$ cat src/rtl/rr_mux_arbiter.sv
// Round-robin arbiter for the shared N:1 mux tree: one owner at a time, binary select,
// valid/ready beat transfer, forced rotation after MAX_HOLD beats.
module rr_mux_arbiter #(
  parameter int N = 8,
  parameter int W = 1,
  parameter int MAX_HOLD = 4,
  localparam int SW = $clog2(N)
) (
  input  logic           clk,
  input  logic           rst_n,
  input  logic [N-1:0]   req,
  input  logic [N*W-1:0] din,
  input  logic           ready,
  output logic [N-1:0]   gnt,
  output logic [SW-1:0]  sel,
  output logic [W-1:0]   dout,
  output logic           dout_valid,
  output logic [N-1:0]   ack
);

  typedef enum logic {IDLE, GRANT} state_t;

  state_t        state, state_nxt;
  logic [N-1:0]  gnt_nxt;
  logic [SW-1:0] sel_nxt, ptr, ptr_nxt, ptr_inc;
  logic [7:0]    cnt, cnt_nxt;
  logic [W-1:0]  lane [N];
  logic          xfer, rel_drop, rel_hold;
  logic [N-1:0]  rel_mask;
  logic [SW:0]   pick_idle, pick_rel;

  // Returns {found, index} of the first requester at or after p, wrapping at N.
  function automatic logic [SW:0] arbitrate(input logic [N-1:0] r, input logic [SW-1:0] p);
    logic [SW-1:0] idx;
    arbitrate = '0;
    for (int k = N - 1; k >= 0; k--) begin
      idx = p + SW'(k);
      if (r[idx]) arbitrate = {1'b1, idx};
    end
  endfunction

  always_comb begin
    for (int i = 0; i < N; i++) lane[i] = din[i*W +: W];
  end

  assign dout_valid = (state == GRANT) && req[sel];
  assign dout       = dout_valid ? lane[sel] : '0;
  assign xfer       = dout_valid && ready;
  assign ack        = gnt & {N{xfer}};

  assign rel_drop  = (state == GRANT) && !req[sel];
  assign rel_hold  = xfer && (cnt == 8'(MAX_HOLD - 1));
  assign ptr_inc   = sel + SW'(1);
  // A dropped owner is masked out; a hold-limited owner is scanned last and wins only if alone.
  assign rel_mask  = rel_drop ? (req & ~gnt) : req;
  assign pick_idle = arbitrate(req, ptr);
  assign pick_rel  = arbitrate(rel_mask, ptr_inc);

  always_comb begin
    state_nxt = state;
    gnt_nxt   = gnt;
    sel_nxt   = sel;
    ptr_nxt   = ptr;
    cnt_nxt   = cnt;
    case (state)
      IDLE: begin
        if (pick_idle[SW]) begin
          state_nxt = GRANT;
          sel_nxt   = pick_idle[SW-1:0];
          gnt_nxt   = N'(1) << pick_idle[SW-1:0];
          cnt_nxt   = '0;
        end
      end
      GRANT: begin
        if (rel_drop || rel_hold) begin
          ptr_nxt = ptr_inc;
          cnt_nxt = '0;
          if (pick_rel[SW]) begin
            sel_nxt = pick_rel[SW-1:0];
            gnt_nxt = N'(1) << pick_rel[SW-1:0];
          end else begin
            state_nxt = IDLE;
            gnt_nxt   = '0;
          end
        end else if (xfer) begin
          cnt_nxt = cnt + 8'd1;
        end
      end
      default: begin
        state_nxt = IDLE;
        gnt_nxt   = '0;
      end
    endcase
  end

  always_ff @(posedge clk or negedge rst_n) begin
    if (!rst_n) begin
      state <= IDLE;
      gnt   <= '0;
      sel   <= '0;
      ptr   <= '0;
      cnt   <= '0;
    end else begin
      state <= state_nxt;
      gnt   <= gnt_nxt;
      sel   <= sel_nxt;
      ptr   <= ptr_nxt;
      cnt   <= cnt_nxt;
    end
  end

endmodule

$ cat config.mk
export PLATFORM = sky130hd
export DESIGN_NAME = rr_mux_arbiter
export DESIGN_NICKNAME = d
export VERILOG_FILES = /design/src/rtl/rr_mux_arbiter.sv
export SDC_FILE = /design/constraint.sdc
export NUM_CORES = 1
export LEC_CHECK = 0
export CAP_MARGIN = 20
export CORE_MARGIN = 4
export CORE_UTILIZATION = 55
export CTS_CLUSTER_DIAMETER = 60
export DETAILED_ROUTE_END_ITERATION = 16
export DONT_BUFFER_PORTS = 1
export GPL_TIMING_DRIVEN = 0
export PLACE_DENSITY = 0.7
export SYNTH_ARGS = -nofsm -noshare
export SYNTH_HDL_FRONTEND = slang
export SYNTH_SLANG_ARGS = --single-unit
$ cat constraint.sdc
create_clock -name clk -period 11.85 [get_ports clk]
set_input_delay 1.7775 -clock clk [delete_from_list [all_inputs] [get_ports clk]]
set_output_delay 1.7775 -clock clk [all_outputs]
set_load 0.02 [all_outputs]
## Word-level counts from Yosys, hierarchy flattened

Index checks and enable logic that the tools add are counted.

| storage, ports and cells | value |
|---|---|
| output and inout port bits | 21 |
| bits in registers | 23 |

| cells by class | value |
|---|---|
| shifts and indexed selects | 2 |
| bitwise gates (word level) | 5 |
| magnitude comparators | 18 |
| eq/ne operators | 5 |
| add/sub/neg operators | 16 |
| reduce and logical (&&, ||, !) cells | 10 |
| multiplexer cells | 71 |

Operators with widths:

| operator | number |
|---|---|
| less-than comparator 3 x 4 -> 1 bit (second input constant) | 17 |
| 2-to-1 mux 4 bit | 16 |
| 2-to-1 mux 8 bit | 7 |
| binary-select mux 1 bit (select 3 bit) | 18 |
| one-hot mux 8 bit (2 select lines) | 2 |
| adder 3 bit (second input constant) | 8 |
| 2-to-1 mux 1 bit | 23 |
| AND 8 bit | 2 |
| left shift 1 x 3 -> 8 bit (first input constant) | 2 |
| adder 3 x 2 -> 3 bit (second input constant) | 4 |
| adder 3 x 1 -> 3 bit (second input constant) | 3 |
| 2-to-1 mux 3 bit | 3 |
| adder 8 x 1 -> 8 bit (second input constant) | 1 |
| == test 8 x 2 -> 1 bit (second input constant) | 1 |
| NOT 8 bit | 1 |
| one-hot mux 3 bit (2 select lines) | 1 |
| AND reduction 2 bit | 3 |
| >= comparator 4 bit (second input constant) | 1 |
| logical AND 1 bit | 4 |
| inequality test 2 x 1 -> 1 bit (second input constant) | 2 |
| NOT 3 -> 4 bit | 1 |
| inequality test 3 x 1 -> 1 bit (second input constant) | 1 |
| AND reduction 3 bit | 1 |
| inequality test 2 bit (second input constant) | 1 |
| 4 further kinds | 4 |

## Longest topological paths before layout

| logic depth | value |
|---|---|
| depth after elaboration | 19 |
| gate-level depth with buffers | 14 |

## Worst setup path after synthesis

No wires, ideal clock.

| path | value |
|---|---|
| path kind | input port to output port |
| start | in req[7] |
| end | out ack[0] |
| buffers on the path | 1 |
| cell stages on the path | 6 |
| arrival time | 3192 ps |
| slack | 6880 ps |
| cells stage by stage | nand2_1 -> a32oi_4 -> nand3_1 -> inv_1 -> clkbuf_1 -> and3_1 |

| on the way | value |
|---|---|
| longest elaborated chain between the ends | 5 |

Ends and longest elaborated chain:

| what | line | text |
|---|---|---|
| start, declared | 11 | `input logic [N-1:0] req,` |
| binary-select mux 1 bit (select 3 bit) | 46 | `assign dout_valid = (state == GRANT) && req[sel];` |
| 2-to-1 mux 1 bit (not written as such) | 46 |  |
| logical AND 1 bit | 46 |  |
| via dout_valid | 17 | `output logic dout_valid,` |
| logical AND 1 bit | 48 | `assign xfer = dout_valid && ready;` |
| AND 8 bit | 49 | `assign ack = gnt & {N{xfer}};` |
| end, declared | 18 | `output logic [N-1:0] ack` |

The timed path passes the listed nets, and every way through them passes these cells. The select of a mux whose other input is x is not followed.

## Worst setup path in the final report

| path | value |
|---|---|
| start | in req[7] |
| end | out ack[5] |

Same word-level chain as after synthesis.

==> metrics.csv <==
metric,value,unit
synthCells,358,
fillers,461,
path_cells,"nand2_1, a32oi_4, nand3_1, inv_1, clkbuf_1, and3_1",
crit_arrival,3.50,ns
dr.pass1.iters,4,
max_freq,189.5,MHz
path_class,in -> out,
cts_tree,built,
slew_headroom,0.4259,
avgSynthCellArea,8.419,um^2
initial_core_util,0.5791,
synth_cell_types,74,
die_h,82.03,um
drc,0,
multi_input_area,0.002310,mm^2
io_buffers,0,
wl,8267,um
cts_buffers,3,
dpl.hpwl,6360,um
dieArea,0.006729,mm^2
ant_nets,0,
seqCellArea,575.6,um^2
crit_slowest_cell,a32oi_4,
fin_crit,5.276,ns
maxSlewViolCount,0,
tightest_slew,0.8477,ns
htreeDepth,1,
finalCritPeriodShare,0.4452,
synthTopCellsByArea,"dfrtp_1, mux4_2, nand2_1",
root_buffer,clkbuf_8,
via_per_inst,6.845,
grt_pass1_wl,13500,um
synth_commonest_cells,"nand2_1, nor2_1, dfrtp_1",
die_width,82.03,um
drt_iter0_drc,174,
cts.clk_slew.worst_paths,0.08,ns
synth_nets,382,
crit_path_max_fanout,10,
place.gp.congestion,0.9138,
clock_latency,0.26,ns
cts_sinks,23,
area_growth,4.400,%
cts_hold_buf,0,
antenna_found_initial,0,
skew,0.006214,ns
cts_resized,0,
hold_class,reg -> reg,
synth_top_cell_by_area,dfrtp_1,
status,"finished, final reports clean",
drv_cap,0,
grt_max_degree,24,
finalSetupViolations,0,
hold_viol_final,0,
synth-seq-cells,23,
dp.cells,428,
synth_edf_count,0,
setup_tns,0,ns
yosysWarnings,0,
vias,2957,
io_pins,40,
clock_path_buffers,2,
core,0.005205,mm^2
synthArstFlopShare,1.000,
wl_per_cell,19.14,um
drive_gt1_frac,0.1326,
syn_area,0.003014,mm^2
yosysMostFrequentCell,nand2_1,
grt_setup_unrepaired,false,
ys_seq_area_frac,0.1910,
critPathMaxStageDelay,0.44,ns
grt-ovfl-total,0,
cp-end-kind,primary output,
grtUsageTotal,0.2559,
rows,26,
netlist.area_leader.share,0.1910,
post_cts.repair.setup_buffers,0,
diodes,0,
required,10.07,ns
nets,387,
grt_pass1_vias,2737,
ys.flop_type,dfrtp_1,
fin_cells,432,
worstSetupStartpointType,input pin,
[layout by cell type (no fill, tap or decap), drive strengths merged, types with 6 or more instances in the layout]
cell / instances
inv: 13
mux2i: 17
o21ai: 15
nand3: 9
clkbuf: 14
o32ai: 6
a21oi: 26
and2: 6
o31ai: 8
mux4: 13
buf: 6
a211oi: 6
xnor2: 8
nor3: 11
and3: 11
nand2: 49
nor2: 25
dfrtp: 23
xor2: 7
a22oi: 7
a32oi: 9
[layout make-up]
type	count	share of cell area
well taps	70	0.02783
plain buffers	16	0.02306
multi-input cells	304	0.7340
flip-flops and latches	23	0.1829
clock buffers	4	0.01431
inverters	15	0.01789
[cells by family (layout without fill, tap and decap cells)]
logic type,Yosys count,count (layout),share of synthesized area
flip-flops,23,23,0.1909
multiplexers,35,35,0.1748
AO/OA/AOI/OAI,123,123,0.3292
XOR/XNOR,15,15,0.04608
buffers and inverters,31,35,0.04276
adder cells (fa/ha/maj),5,5,0.02076
AND/OR/NAND/NOR,126,126,0.1955
[routing by layer]
layer / GRT usage / wire [um] / part of all wire
met5: 0 / 0 / 0
met4: 0.03821 / 78 / 0.0094
met3: 0.04715 / 450 / 0.054
met2: 0.4418 / 4165 / 0.50
met1: 0.3392 / 3573 / 0.43
[flip-flops by register name, summed over array words and instances (netlist names)]
| name | cells |
|---|---|
| cnt | 8 |
| gnt | 8 |
| state | 1 |
| sel | 3 |
| ptr | 3 |
[worst paths after layout]
path                       startpoint  slack, ns  depth (start not counted)     end
setup / recovery               req[7]       6.57                          6  ack[5]
hold / removal                 cnt[1]       0.51                          2  cnt[1]
setup reg to reg               sel[0]       7.35                         12  sel[1]
hold reg to reg                cnt[1]       0.51                          2  cnt[1]
max in group asynchronous       rst_n      10.57                          0   state
min in group asynchronous       rst_n       1.20                          0  cnt[7]
[worst max-delay path, delay by kind of cell]
| kind | cells | cell delay, ns |
|---|---|---|
| AO/OA/AOI/OAI | 1 | 0.44 |
| AND/OR/NAND/NOR | 3 | 0.72 |
| buffers and inverters | 2 | 0.55 |
[stage by stage]
step,util,area (um^2),worst slack [ns],hold WS [ns]
CTS,0.6046,3147,6.600,0.5218
finish,0.6046,3147,6.574,0.5129
floorplan,-,3014,6.880,0.4755
global placement,0.5959,3102,6.653,0.5029
global route,0.6046,3147,6.449,0.5727
detailed placement,0.5959,3102,6.602,0.5029
Power is not shown: default switching activity piles up to over one toggle a cycle in this logic, so the estimate is an artifact.
